$ cat config.mk
export PLATFORM = sky130hd
export DESIGN_NAME = morse_port_bank
export DESIGN_NICKNAME = d
export VERILOG_FILES = /design/src/rtl/morse_port_bank.sv
export SDC_FILE = /design/constraint.sdc
export NUM_CORES = 1
export LEC_CHECK = 0
export CORE_AREA = 2 2 72 74
export CTS_BUF_LIST = sky130_fd_sc_hd__clkbuf_16
export DETAILED_ROUTE_END_ITERATION = 16
export DIE_AREA = 0 0 74 76
export GPL_TIMING_DRIVEN = 0
export PLACE_DENSITY = 0.88
export SLEW_MARGIN = 30
export SYNTH_ARGS = -nofsm -noshare
export SYNTH_HDL_FRONTEND = slang
export SYNTH_SLANG_ARGS = --single-unit
$ cat constraint.sdc
create_clock -name clk -period 4.6 [get_ports clk]
set_input_delay 0.69 -clock clk [delete_from_list [all_inputs] [get_ports clk]]
set_output_delay 0.69 -clock clk [all_outputs]
set_load 0.01 [all_outputs]
$ cat src/rtl/morse_port_bank.sv
// morse_port_bank
// Front-end between the board switches and the core's input ports.
// The raw {op, morse} vector is synchronised through two flops and then
// debounced. Once a value has been stable long enough, differs from the last
// committed snapshot and freeze is low, it is committed. The commit drives
// zero-extended CPU input ports, registered hex nibbles for the 7-segment
// decoders, and a pending/ack change handshake.
//
// Ports:
//   clk        system clock, rising edge
//   reset      synchronous, active-high
//   morse      raw symbols; channel i = morse[i*SYM_W +: SYM_W]
//   op         raw operation switches
//   freeze     inhibits commits while high
//   ack        core acknowledges the current snapshot
//   ports_out  port i = zero-extended symbol i; port NCH = zero-extended op
//   digits     one hex nibble per channel
//   pending    snapshot committed and not yet acknowledged
//   new_data   one-cycle pulse after each commit
//   commit_cnt commit counter, wraps modulo 256
module morse_port_bank #(
    parameter int NCH        = 2,
    parameter int SYM_W      = 5,
    parameter int OP_W       = 3,
    parameter int PORT_W     = 8,
    parameter int DEB_CYCLES = 4
) (
    input  logic                       clk,
    input  logic                       reset,
    input  logic [NCH*SYM_W-1:0]       morse,
    input  logic [OP_W-1:0]            op,
    input  logic                       freeze,
    input  logic                       ack,
    output logic [(NCH+1)*PORT_W-1:0]  ports_out,
    output logic [NCH*4-1:0]           digits,
    output logic                       pending,
    output logic                       new_data,
    output logic [7:0]                 commit_cnt
);
    localparam int RW = NCH*SYM_W + OP_W;
    localparam int CW = $clog2(DEB_CYCLES) + 1;
    localparam logic [CW-1:0] CNT_MAX = CW'(DEB_CYCLES - 1);

    logic [RW-1:0]    s1, s2, cand, snap;
    logic [CW-1:0]    cnt;
    logic             commit;
    logic [NCH*4-1:0] digits_next;

    // cnt reaching CNT_MAX with s2 == cand means the candidate has been seen
    // on DEB_CYCLES+1 consecutive samples.
    assign commit = (s2 == cand) && (cnt == CNT_MAX) && (cand != snap) && !freeze;

    // Nibbles are taken from the candidate so they land in the digit register
    // on the very edge that loads the snapshot.
    for (genvar i = 0; i < NCH; i++) begin : g_chan
        if (SYM_W >= 4) begin : g_top
            assign digits_next[i*4 +: 4] = cand[i*SYM_W + SYM_W - 4 +: 4];
        end else begin : g_ext
            assign digits_next[i*4 +: 4] = 4'(cand[i*SYM_W +: SYM_W]);
        end
        assign ports_out[i*PORT_W +: PORT_W] = PORT_W'(snap[i*SYM_W +: SYM_W]);
    end
    assign ports_out[NCH*PORT_W +: PORT_W] = PORT_W'(snap[RW-1 -: OP_W]);

    always_ff @(posedge clk) begin
        if (reset) begin
            s1         <= '0;
            s2         <= '0;
            cand       <= '0;
            cnt        <= '0;
            snap       <= '0;
            digits     <= '0;
            pending    <= 1'b0;
            new_data   <= 1'b0;
            commit_cnt <= 8'd0;
        end else begin
            s1 <= {op, morse};
            s2 <= s1;
            if (s2 != cand) begin
                cand <= s2;
                cnt  <= '0;
            end else if (cnt < CNT_MAX) begin
                cnt <= cnt + CW'(1);
            end
            new_data <= commit;
            if (commit) begin
                snap       <= cand;
                digits     <= digits_next;
                commit_cnt <= commit_cnt + 8'd1;
            end
            // A commit on the same edge as an ack wins: the core acked the
            // old snapshot, not the one arriving now.
            if (commit) begin
                pending <= 1'b1;
            end else if (ack) begin
                pending <= 1'b0;
            end
        end
    end
endmodule

==> results of run 1 <==
[worst max-delay path, stage by stage, from the launching register on]
cell and delay [ps]:
sky130_fd_sc_hd__dfxtp_1 340, sky130_fd_sc_hd__xnor2_1 230, sky130_fd_sc_hd__nand4_1 170, sky130_fd_sc_hd__nor4_2 420, sky130_fd_sc_hd__o211ai_2 260, sky130_fd_sc_hd__buf_2 290, sky130_fd_sc_hd__o31ai_1 270, sky130_fd_sc_hd__a21oi_1 90
[layer usage]
metal  wire length, um  vias to the layer above
met5                 0                        -
met4               124                        0
met3               256                       13
met2              2309                       58
met1              1870                      793
li1                  -                      917
[kinds of logic (layout without fill, tap and decap cells)]
family	Yosys count	after routing	synth area share
flip-flops	65	65	0.5184
adder cells (fa/ha/maj)	3	3	0.01496
buffers and inverters	32	94	0.07727
AND/OR/NAND/NOR	88	88	0.1949
AO/OA/AOI/OAI	18	18	0.04287
XOR/XNOR	27	27	0.09422
multiplexers	14	14	0.05583
other	1	11	0.001494
[synth_stat cells]
cell type / n
sky130_fd_sc_hd__or3_1: 2
sky130_fd_sc_hd__mux2i_1: 14
sky130_fd_sc_hd__xor2_1: 12
sky130_fd_sc_hd__inv_1: 4
sky130_fd_sc_hd__or4_1: 4
sky130_fd_sc_hd__nor4_1: 3
sky130_fd_sc_hd__a21oi_1: 9
sky130_fd_sc_hd__o21ai_1: 1
sky130_fd_sc_hd__o21ai_0: 3
sky130_fd_sc_hd__nand3_1: 4
sky130_fd_sc_hd__nor3b_1: 1
sky130_fd_sc_hd__buf_4: 19
sky130_fd_sc_hd__dfxtp_1: 65
sky130_fd_sc_hd__conb_1: 1
sky130_fd_sc_hd__nor2_1: 20
sky130_fd_sc_hd__or2b_1: 1
sky130_fd_sc_hd__nor2b_1: 40
sky130_fd_sc_hd__nand4_1: 2
sky130_fd_sc_hd__nand2b_1: 1
sky130_fd_sc_hd__o211ai_2: 1
sky130_fd_sc_hd__nand2_1: 7
sky130_fd_sc_hd__nor3_1: 2
sky130_fd_sc_hd__buf_2: 2
sky130_fd_sc_hd__o31ai_1: 4
sky130_fd_sc_hd__ha_1: 3
sky130_fd_sc_hd__nor4_2: 1
sky130_fd_sc_hd__clkbuf_1: 7
sky130_fd_sc_hd__xnor2_1: 15
[report_power, final]
group | switching [mW] | internal (mW)
logic | 0.0288 | 0.0355
registers | 0.00781 | 0.578
clock network | 0.218 | 0.407
[area by class of cell]
class                      count  area, um^2
buffer                        28       178.9
clock buffer                   9       225.2
clock inverter                 7       52.55
fill                         376        1539
inverter                       4       15.01
multi-input combinational    161        1052
sequential                    65        1301
tap                           70       87.58
timing repair buffer          46       460.4
[state kept, by name (all words and copies together) (netlist names)]
register,count
digits,7
new_data,1
pending,1
commit_cnt,8
snap,6
cand,13
s1,13
s2,13
cnt,3
[metrics by stage]
step	power (mW)	cells	hold slack (ps)
2_1_floorplan	0.6395	258	413.8
3_3_place_gp	0.6588	374	418.0
3_5_place_dp	0.6610	374	420.4
4_1_cts	1.283	390	432.7
5_1_grt	1.321	390	448.8
6_report	1.275	390	430.5
[worst min path at each step]
| stage | cells after the start | end | start |
|---|---|---|---|
| after global placement | 1 | s2[12]$_SDFF_PP0_ | s1[12]$_SDFF_PP0_ |
| after detailed placement | 1 | s2[6]$_SDFF_PP0_ | s1[6]$_SDFF_PP0_ |
| after global routing | 1 | s2[5]$_SDFF_PP0_ | s1[5]$_SDFF_PP0_ |
| after floorplan | 1 | s2[0]$_SDFF_PP0_ | s1[0]$_SDFF_PP0_ |
| after CTS | 1 | s2[6]$_SDFF_PP0_ | s1[6]$_SDFF_PP0_ |
| final | 1 | s2[6]$_SDFF_PP0_ | s1[6]$_SDFF_PP0_ |
==> impl_metrics.json, run 1 <==
{
  "grt_use_met2": 0.2893,
  "drt_drc_violations_left": 0,
  "root_buffer": "sky130_fd_sc_hd__clkbuf_16",
  "setup_total_negative_slack_ps": 0,
  "fp.coreArea_mm2": 0.004912,
  "post_synth_main_area_contributors": "sky130_fd_sc_hd__dfxtp_1 52%, sky130_fd_sc_hd__nor2b_1 10%, sky130_fd_sc_hd__buf_4 5.7%, sky130_fd_sc_hd__mux2i_1 5.6%, sky130_fd_sc_hd__xnor2_1 5.2%",
  "grt_use_total": 0.1721,
  "top_usage_layer": "met2",
  "dpl_worst_slack_ps": 2233,
  "reported_max_cap_violation_count": 0,
  "total_leakage_power_nw": 1.455,
  "synth_area_leader_cell": "sky130_fd_sc_hd__dfxtp_1",
  "startpoint": "cand[8]$_SDFFE_PP0P_",
  "cts_setup_buffers": 0,
  "setup.worst_path.end": "commit_cnt[4]$_SDFFE_PP0P_",
  "max-clock-path-buffers": 2,
  "endpoint_kind": "register",
  "maxSlewHeadroom": 0.6546,
  "timing_worst_slew_pin_value_ps": 518.1,
  "met3_usage": 0.06349,
  "finalHoldViolCount": 0,
  "drive_gt1_frac": 0.1031,
  "die_w_um": 74,
  "vias": 1781,
  "cts_buffers": 9,
  "min-delay-path-class": "reg -> reg",
  "worst_reg2reg_startpoint": "cand[8]$_SDFFE_PP0P_",
  "floorplan.initialDensity": 0.5110,
  "drt-pass1-iter-count": 4,
  "global_route_wire_length_before_repair_mm": 7.196,
  "cts.clk_slew.worst_paths_ps": 50,
  "antennaDiodeCount": 0,
  "rsz0062_at_grt": "no",
  "grt_max_degree": 11,
  "die_h_um": 76,
  "clock_latency_ps": 320,
  "utilization": 0.6867,
  "post_synth.cell_area_avg_um2": 10.12,
  "via_count_of_the_first_global_routing_pass": 1614,
  "initial_antenna_violation_count": 0,
  "hold_buffers": 0,
  "ff2ff_setup_slack_ps": 2400,
  "vdd.ir_drop.worst_uv": 271.4,
  "cts-resized-gates": 0,
  "finalNetCount": 335,
  "layout-area-overhead-vs-synth_pct": 34.40,
  "timing.critical_path.arrival_ps": 2390,
  "fp-row-count": 26,
  "post_dp_cell_area_mm2": 0.003095,
  "reg2reg_depth": 7,
  "post-synth-top-area-fraction": 0.5184,
  "achievable-frequency_mhz": 453.6,
  "routed_via_density": 4.567,
  "cellPowerDensity_mw_per_mm2": 377.9,
  "critical_path_required_ps": 4790,
  "mostFrequentLayoutCell": "sky130_fd_sc_hd__dfxtp_1",
  "gpl_congestion": 0.8251,
  "grt_util_met1": 0.1810,
  "first_iter_violations": 60,
  "critical_path_peak_fanout": 10,
  "synthesis.yosys.warnings": 0,
  "setup_violations": 0,
  "most-common-layout-cells": "65 x sky130_fd_sc_hd__dfxtp_1, 46 x sky130_fd_sc_hd__clkdlybuf4s50_1, 40 x sky130_fd_sc_hd__nor2b_1, 20 x sky130_fd_sc_hd__nor2_1, 19 x sky130_fd_sc_hd__buf_4",
  "skew_ps": 3.153,
  "run_status": "finished, final reports clean",
  "postSynthRegisterBits": 65,
  "synthesis.instances": 248,
  "totalWireLength_mm": 4.560,
  "drt.antenna.violating_nets": 0,
  "timing.final.ws_setup_ps": 2395,
  "routed_wire_length_per_instance_um": 11.69,
  "synth_area_mm2": 0.002510,
  "clock_sink_count": 65,
  "tritoncts": "done",
  "period_share": 0.4793,
  "worstSetupStartpointType": "register",
  "slew_violations": 0,
  "cts_htree_levels": 3,
  "synth.lib_cells_used.distinct": 28,
  "floorplan.die_area_mm2": 0.005624,
  "period_needed_ps": 2205,
  "grt_overflow_total": 0,
  "port_buffers": 46,
  "criticalPathCategory": "reg -> reg",
  "ioPinCount": 59,
  "detailedPlacementHpwl_mm": 3.207,
  "worst_r2r_endpoint": "commit_cnt[4]$_SDFFE_PP0P_",
  "seq_area_frac_synth": 0.5184,
  "postLayoutCellArea_mm2": 0.003373
}
Note: power is estimated with default switching activity, not from simulation.
==> run 2, diff against run 1 <==
--- a/config.mk
+++ b/config.mk
@@ -5,12 +5,12 @@
 export SDC_FILE = /design/constraint.sdc
 export NUM_CORES = 1
 export LEC_CHECK = 0
-export CORE_AREA = 2 2 72 74
+export CORE_AREA = 2 2 75 77
 export CTS_BUF_LIST = sky130_fd_sc_hd__clkbuf_16
 export DETAILED_ROUTE_END_ITERATION = 16
-export DIE_AREA = 0 0 74 76
+export DIE_AREA = 0 0 77 79
 export GPL_TIMING_DRIVEN = 0
-export PLACE_DENSITY = 0.88
+export PLACE_DENSITY = 0.82
 export SLEW_MARGIN = 30
 export SYNTH_ARGS = -nofsm -noshare
 export SYNTH_HDL_FRONTEND = slang
==> constraint.sdc (replaced) <==
create_clock -name clk -period 2.2 [get_ports clk]
set_input_delay 0.33 -clock clk [delete_from_list [all_inputs] [get_ports clk]]
set_output_delay 0.33 -clock clk [all_outputs]
set_load 0.01 [all_outputs]
==> run 2 against run 1 <==
Against the previous run:
- via count rose by 2.9%
- cell count rose by 1.0%
- routed wire length rose by 5.2%
- count of clock-buffer cells in the layout did not move
- clock power rose to 2.6 times the previous value
==> impl_metrics.json, run 2 (synthesis gave the netlist of run 1 again) <==
{
  "global_route_wire_length_before_repair_mm": 7.610,
  "cellPowerDensity_mw_per_mm2": 868.4,
  "fin_cells": 394,
  "port_buffers": 46,
  "post_dp_cell_area_mm2": 0.003098,
  "detailedPlacementHpwl_mm": 3.270,
  "vdd.ir_drop.worst_uv": 658.1,
  "mostFrequentLayoutCell": "sky130_fd_sc_hd__dfxtp_1",
  "gpl_congestion": 0.8290,
  "hold_buffers": 0,
  "layout-area-overhead-vs-synth_pct": 38.68,
  "dr_wl_met2_mm": 2.590,
  "ioPinCount": 59,
  "cts_htree_levels": 3,
  "reported_max_cap_violation_count": 0,
  "n_fill_cell": 461,
  "layout_top_registers": "cand (13), s1 (13), s2 (13)",
  "run_status": "finished, final reports clean",
  "clock_sink_count": 65,
  "total_leakage_power_nw": 1.492,
  "die_w_um": 77,
  "finalHoldViolCount": 0,
  "top_layer": "met4",
  "antennaDiodeCount": 0,
  "floorplan.die_area_mm2": 0.006083,
  "achievable-frequency_mhz": 486.0,
  "die_h_um": 79,
  "fp-row-count": 27,
  "initial_antenna_violation_count": 0,
  "postLayoutCellArea_mm2": 0.003481,
  "finalNetCount": 337,
  "drive_gt1_frac": 0.1273,
  "cts_buffers": 9,
  "total_power_mw": 3.023,
  "clock_latency_ps": 340,
  "timing_worst_slew_pin_value_ps": 520.8,
  "fp.coreArea_mm2": 0.005338,
  "reg2reg_depth": 7,
  "vias": 1832,
  "critical_path_required_ps": 2400,
  "skew_ps": 7.808,
  "worstPathCellList": "xnor2_1 -> nand3_1 -> nor4_4 -> o211ai_2 -> buf_2 -> o31ai_1 -> a21oi_1",
  "cp_slowest_cell": "sky130_fd_sc_hd__dfxtp_1",
  "routed_via_density": 4.650,
  "drt.antenna.violating_nets": 0,
  "via_count_of_the_first_global_routing_pass": 1694,
  "grt_overflow_total": 0,
  "routed_wire_length_per_instance_um": 12.18,
  "floorplan.initialDensity": 0.4702,
  "cts.clk_slew.worst_paths_ps": 60,
  "most-common-layout-cells": "65 x sky130_fd_sc_hd__dfxtp_1, 46 x sky130_fd_sc_hd__clkdlybuf4s50_1, 39 x sky130_fd_sc_hd__nor2b_1, 20 x sky130_fd_sc_hd__nor2_1, 20 x sky130_fd_sc_hd__buf_4",
  "maxSlewHeadroom": 0.6528,
  "totalWireLength_mm": 4.797,
  "first_iter_violations": 39,
  "setup_violations": 0,
  "period_needed_ps": 2058,
  "drt-pass1-iter-count": 4,
  "period_share": 0.9353,
  "crit_path_max_incr_delay_ps": 400,
  "grt_use_total": 0.1669,
  "drt_drc_violations_left": 0,
  "whs_path_depth": 2,
  "min-delay-path-class": "in -> reg",
  "met1Wirelength_mm": 1.887,
  "utilization": 0.6521,
  "worstSetupStartpointType": "register",
  "critical_path_peak_fanout": 10,
  "place.detailed.instances": 376,
  "root_buffer": "sky130_fd_sc_hd__clkbuf_16",
  "endpoint_kind": "register",
  "criticalPathCategory": "reg -> reg",
  "grt_max_degree": 14,
  "max-clock-path-buffers": 2,
  "slew_violations": 0,
  "tritoncts": "done",
  "routed-wl-met3_um": 235,
  "timing.critical_path.arrival_ps": 2260
}
## run 2: cell count changes in the layout (fill, tap and decap cells not counted), sizes merged
cell,previous run,this run
bufinv,1,3
o211ai,1,2
clkinv,5,0
inv,5,7
clkinvlp,0,1
clkbuf,16,17
## run 2: report_power, final
group / internal [mW] / switching (mW) / total (mW)
logic: 0.0774 / 0.0680 / 0.145
clock network: 1.12 / 0.536 / 1.65
registers: 1.21 / 0.0167 / 1.22
total: 2.40 / 0.621 / 3.02
## run 2: metal layers
metal,vias to the layer above,GRT usage
met4,0,0.08929
met3,10,0.06932
met1,843,0.1669
met5,-,0
li1,930,-
met2,49,0.2965
## run 2: final timing paths
path,from,to,slack (ps)
max,cand[2]$_SDFFE_PP0P_,commit_cnt[3]$_SDFFE_PP0P_,140
min reg2reg,s1[3]$_SDFF_PP0_,s2[3]$_SDFF_PP0_,430
max reg2reg,cand[2]$_SDFFE_PP0P_,commit_cnt[3]$_SDFFE_PP0P_,140
min,reset,cand[10]$_SDFFE_PP0P_,350
## run 2: worst max-delay path: cells and delay by family, from the launching register on
kind,cells,cell delay (ps)
simple gates,2,560
compound gates,3,550
flops,1,400
buf+inv,1,260
xor+xnor,1,140
## run 2: repair_timing
action                     4_1_cts  5_1_grt
setup buffers                    0        1
setup endpoints to repair        0       18
resized for setup                0        4
## run 2: area by class of cell
class	count	area, um^2	area share
inverters	4	15.01	0.004313
flip-flops and latches	65	1301	0.3738
multi-input cells	162	1076	0.3091
well taps	72	90.09	0.02588
clock inverters	7	123.9	0.03559
clock buffers	9	225.2	0.06470
repair buffers	47	467.9	0.1344
plain buffers	28	181.4	0.05212
## run 2: metrics by stage
stage / setup slack, ps / hold slack [ps] / setup TNS [ps]
CTS: 78.99 / 344.1 / 0
global placement: 134.7 / 416.1 / 0
detailed placement: 107.2 / 421.8 / 0
finish: 142.4 / 352.0 / 0
floorplan: 403.0 / 413.8 / 0
global route: -11.77 / 393.1 / -27.57
==> run 3, diff against run 2 <==
--- a/config.mk
+++ b/config.mk
@@ -5,12 +5,13 @@
 export SDC_FILE = /design/constraint.sdc
 export NUM_CORES = 1
 export LEC_CHECK = 0
+export CAP_MARGIN = 20
 export CORE_AREA = 2 2 75 77
 export CTS_BUF_LIST = sky130_fd_sc_hd__clkbuf_16
 export DETAILED_ROUTE_END_ITERATION = 16
 export DIE_AREA = 0 0 77 79
 export GPL_TIMING_DRIVEN = 0
-export PLACE_DENSITY = 0.82
+export PLACE_DENSITY = 0.77
 export SLEW_MARGIN = 30
 export SYNTH_ARGS = -nofsm -noshare
 export SYNTH_HDL_FRONTEND = slang
==> run 3 against run 2 <==
Against the previous run:
- register-to-register slack barely moved
- flip-flop and latch count is the same
- hold slack improved by 16 ps
- critical endpoint is now commit_cnt[7]$_SDFFE_PP0P_
- largest power group unchanged
==> impl_metrics.json, run 3 (synthesis gave the netlist of run 1 again) <==
{
  "detailedPlacementHpwl_mm": 3.234,
  "maxSlewHeadroom": 0.6393,
  "cts_buffers": 9,
  "clock_sink_count": 65,
  "startpoint": "cand[11]$_SDFFE_PP0P_",
  "rsz0062_at_grt": "no",
  "most-common-layout-cells": "65 x sky130_fd_sc_hd__dfxtp_1, 46 x sky130_fd_sc_hd__clkdlybuf4s50_1, 39 x sky130_fd_sc_hd__nor2b_1, 23 x sky130_fd_sc_hd__buf_4, 20 x sky130_fd_sc_hd__nor2_1",
  "whs_path_depth": 2,
  "hold_buffers": 0,
  "finalNetCount": 338,
  "post_dp_cell_area_mm2": 0.003098,
  "critical_path_peak_fanout": 5,
  "n_fill_cell": 473,
  "achievable-frequency_mhz": 485.9,
  "antennaDiodeCount": 0,
  "fin_cells": 394,
  "fp-row-count": 27,
  "routed_wire_length_per_instance_um": 11.75,
  "cts_htree_levels": 3,
  "grt_overflow_total": 0,
  "criticalPathCategory": "reg -> reg",
  "skew_ps": 5.957,
  "mostFrequentLayoutCell": "sky130_fd_sc_hd__dfxtp_1",
  "initial_antenna_violation_count": 0,
  "reg2reg_depth": 6,
  "finalHoldViolCount": 0,
  "place.detailed.instances": 376,
  "period_share": 0.9355,
  "hp-start": "reset",
  "vias": 1787,
  "critical_path_required_ps": 2450,
  "die_w_um": 77,
  "port_buffers": 46,
  "endpoint_kind": "register",
  "total_power_mw": 2.684,
  "totalWireLength_mm": 4.631,
  "setup_violations": 0,
  "via_count_of_the_first_global_routing_pass": 1655,
  "grt_max_degree": 11,
  "routed_via_density": 4.536,
  "slew_violations": 0,
  "floorplan.die_area_mm2": 0.006083,
  "tritoncts": "done",
  "setup_total_negative_slack_ps": 0,
  "cts.clk_slew.worst_paths_ps": 50,
  "floorplan.initialDensity": 0.4702,
  "layout-area-overhead-vs-synth_pct": 36.69,
  "grt_use_total": 0.1639,
  "period_needed_ps": 2058,
  "timing_worst_slew_pin_value_ps": 541.0,
  "postLayoutCellArea_mm2": 0.003431,
  "run_status": "finished, final reports clean",
  "root_buffer": "sky130_fd_sc_hd__clkbuf_16",
  "reported_max_cap_violation_count": 0,
  "layout_top_registers": "cand (13), s1 (13), s2 (13)",
  "worst_reg2reg_startpoint": "cand[11]$_SDFFE_PP0P_",
  "gpl_congestion": 0.8135,
  "global_route_wire_length_before_repair_mm": 7.679,
  "drt_drc_violations_left": 0,
  "drt.antenna.violating_nets": 0,
  "first_iter_violations": 64,
  "timing.critical_path.arrival_ps": 2310,
  "tightest_hold_margin_ps": 367.5,
  "clock_latency_ps": 320,
  "drt-pass1-iter-count": 4,
  "cellPowerDensity_mw_per_mm2": 782.4,
  "total_leakage_power_nw": 1.475,
  "drive_gt1_frac": 0.1211,
  "worstSetupStartpointType": "register",
  "min-delay-path-class": "in -> reg",
  "fp.coreArea_mm2": 0.005338,
  "die_h_um": 79,
  "vdd.ir_drop.worst_uv": 513.5,
  "max-clock-path-buffers": 2,
  "ioPinCount": 59
}
==> run 3: cell types whose count changed in the layout (fill, tap and decap cells not counted), moves of 2 or more <==
cell	previous run	this run
sky130_fd_sc_hd__buf_4	20	23
sky130_fd_sc_hd__inv_1	4	6
sky130_fd_sc_hd__clkinv_1	0	2
sky130_fd_sc_hd__inv_6	3	0
sky130_fd_sc_hd__bufinv_16	3	1
==> run 3: path summary, 6_finish.rpt <==
check                          endpoint  slack, ps
max          commit_cnt[7]$_SDFFE_PP0P_        140
min               cand[10]$_SDFFE_PP0P_        370
max reg2reg  commit_cnt[7]$_SDFFE_PP0P_        140
min reg2reg            s2[1]$_SDFF_PP0_        430
==> run 3: power breakdown <==
group	internal, mW	switching (mW)	leakage [nW]
combinational	0.0778	0.0666	0.805
sequential	1.21	0.0161	0.530
clock	0.852	0.463	0.139
==> run 3: stage by stage <==
step	util	setup WS, ps
final	0.6428	142.0
after global placement	0.5804	110.5
after CTS	0.6324	57.09
after floorplan	-	403.0
after global routing	0.6428	10.20
after detailed placement	0.5804	70.69
==> run 3: per-layer routing <==
metal  GRT usage  share of wire
met5           0              0
met4      0.1071          0.025
met3     0.03409          0.041
met2      0.2798           0.51
met1      0.1868           0.43
==> run 3: cell type report <==
| cell class | instances | area (um^2) | area share |
|---|---|---|---|
| Buffer | 28 | 183.9 | 0.05361 |
| Clock buffer | 9 | 225.2 | 0.06565 |
| Clock inverter | 6 | 52.55 | 0.01532 |
| Inverter | 4 | 15.01 | 0.004376 |
| Multi-Input combinational cell | 162 | 1087 | 0.3169 |
| Sequential cell | 65 | 1301 | 0.3793 |
| Tap cell | 72 | 90.09 | 0.02626 |
| Timing Repair Buffer | 48 | 475.5 | 0.1386 |
==> run 3: what timing repair did <==
action / 4_1_cts / 5_1_grt
gates resized for setup: 0 / 9
setup buffers: 0 / 2
setup endpoints to repair: 0 / 20
==> run 3: worst max-delay path, cell delays in order, from the launching register on <==
cell and delay, ps:
sky130_fd_sc_hd__dfxtp_1 340, sky130_fd_sc_hd__xnor2_1 240, sky130_fd_sc_hd__nand3_2 150, sky130_fd_sc_hd__nor4_4 350, sky130_fd_sc_hd__o211ai_2 210, sky130_fd_sc_hd__or4_1 540
sky130_fd_sc_hd__a21oi_1 150
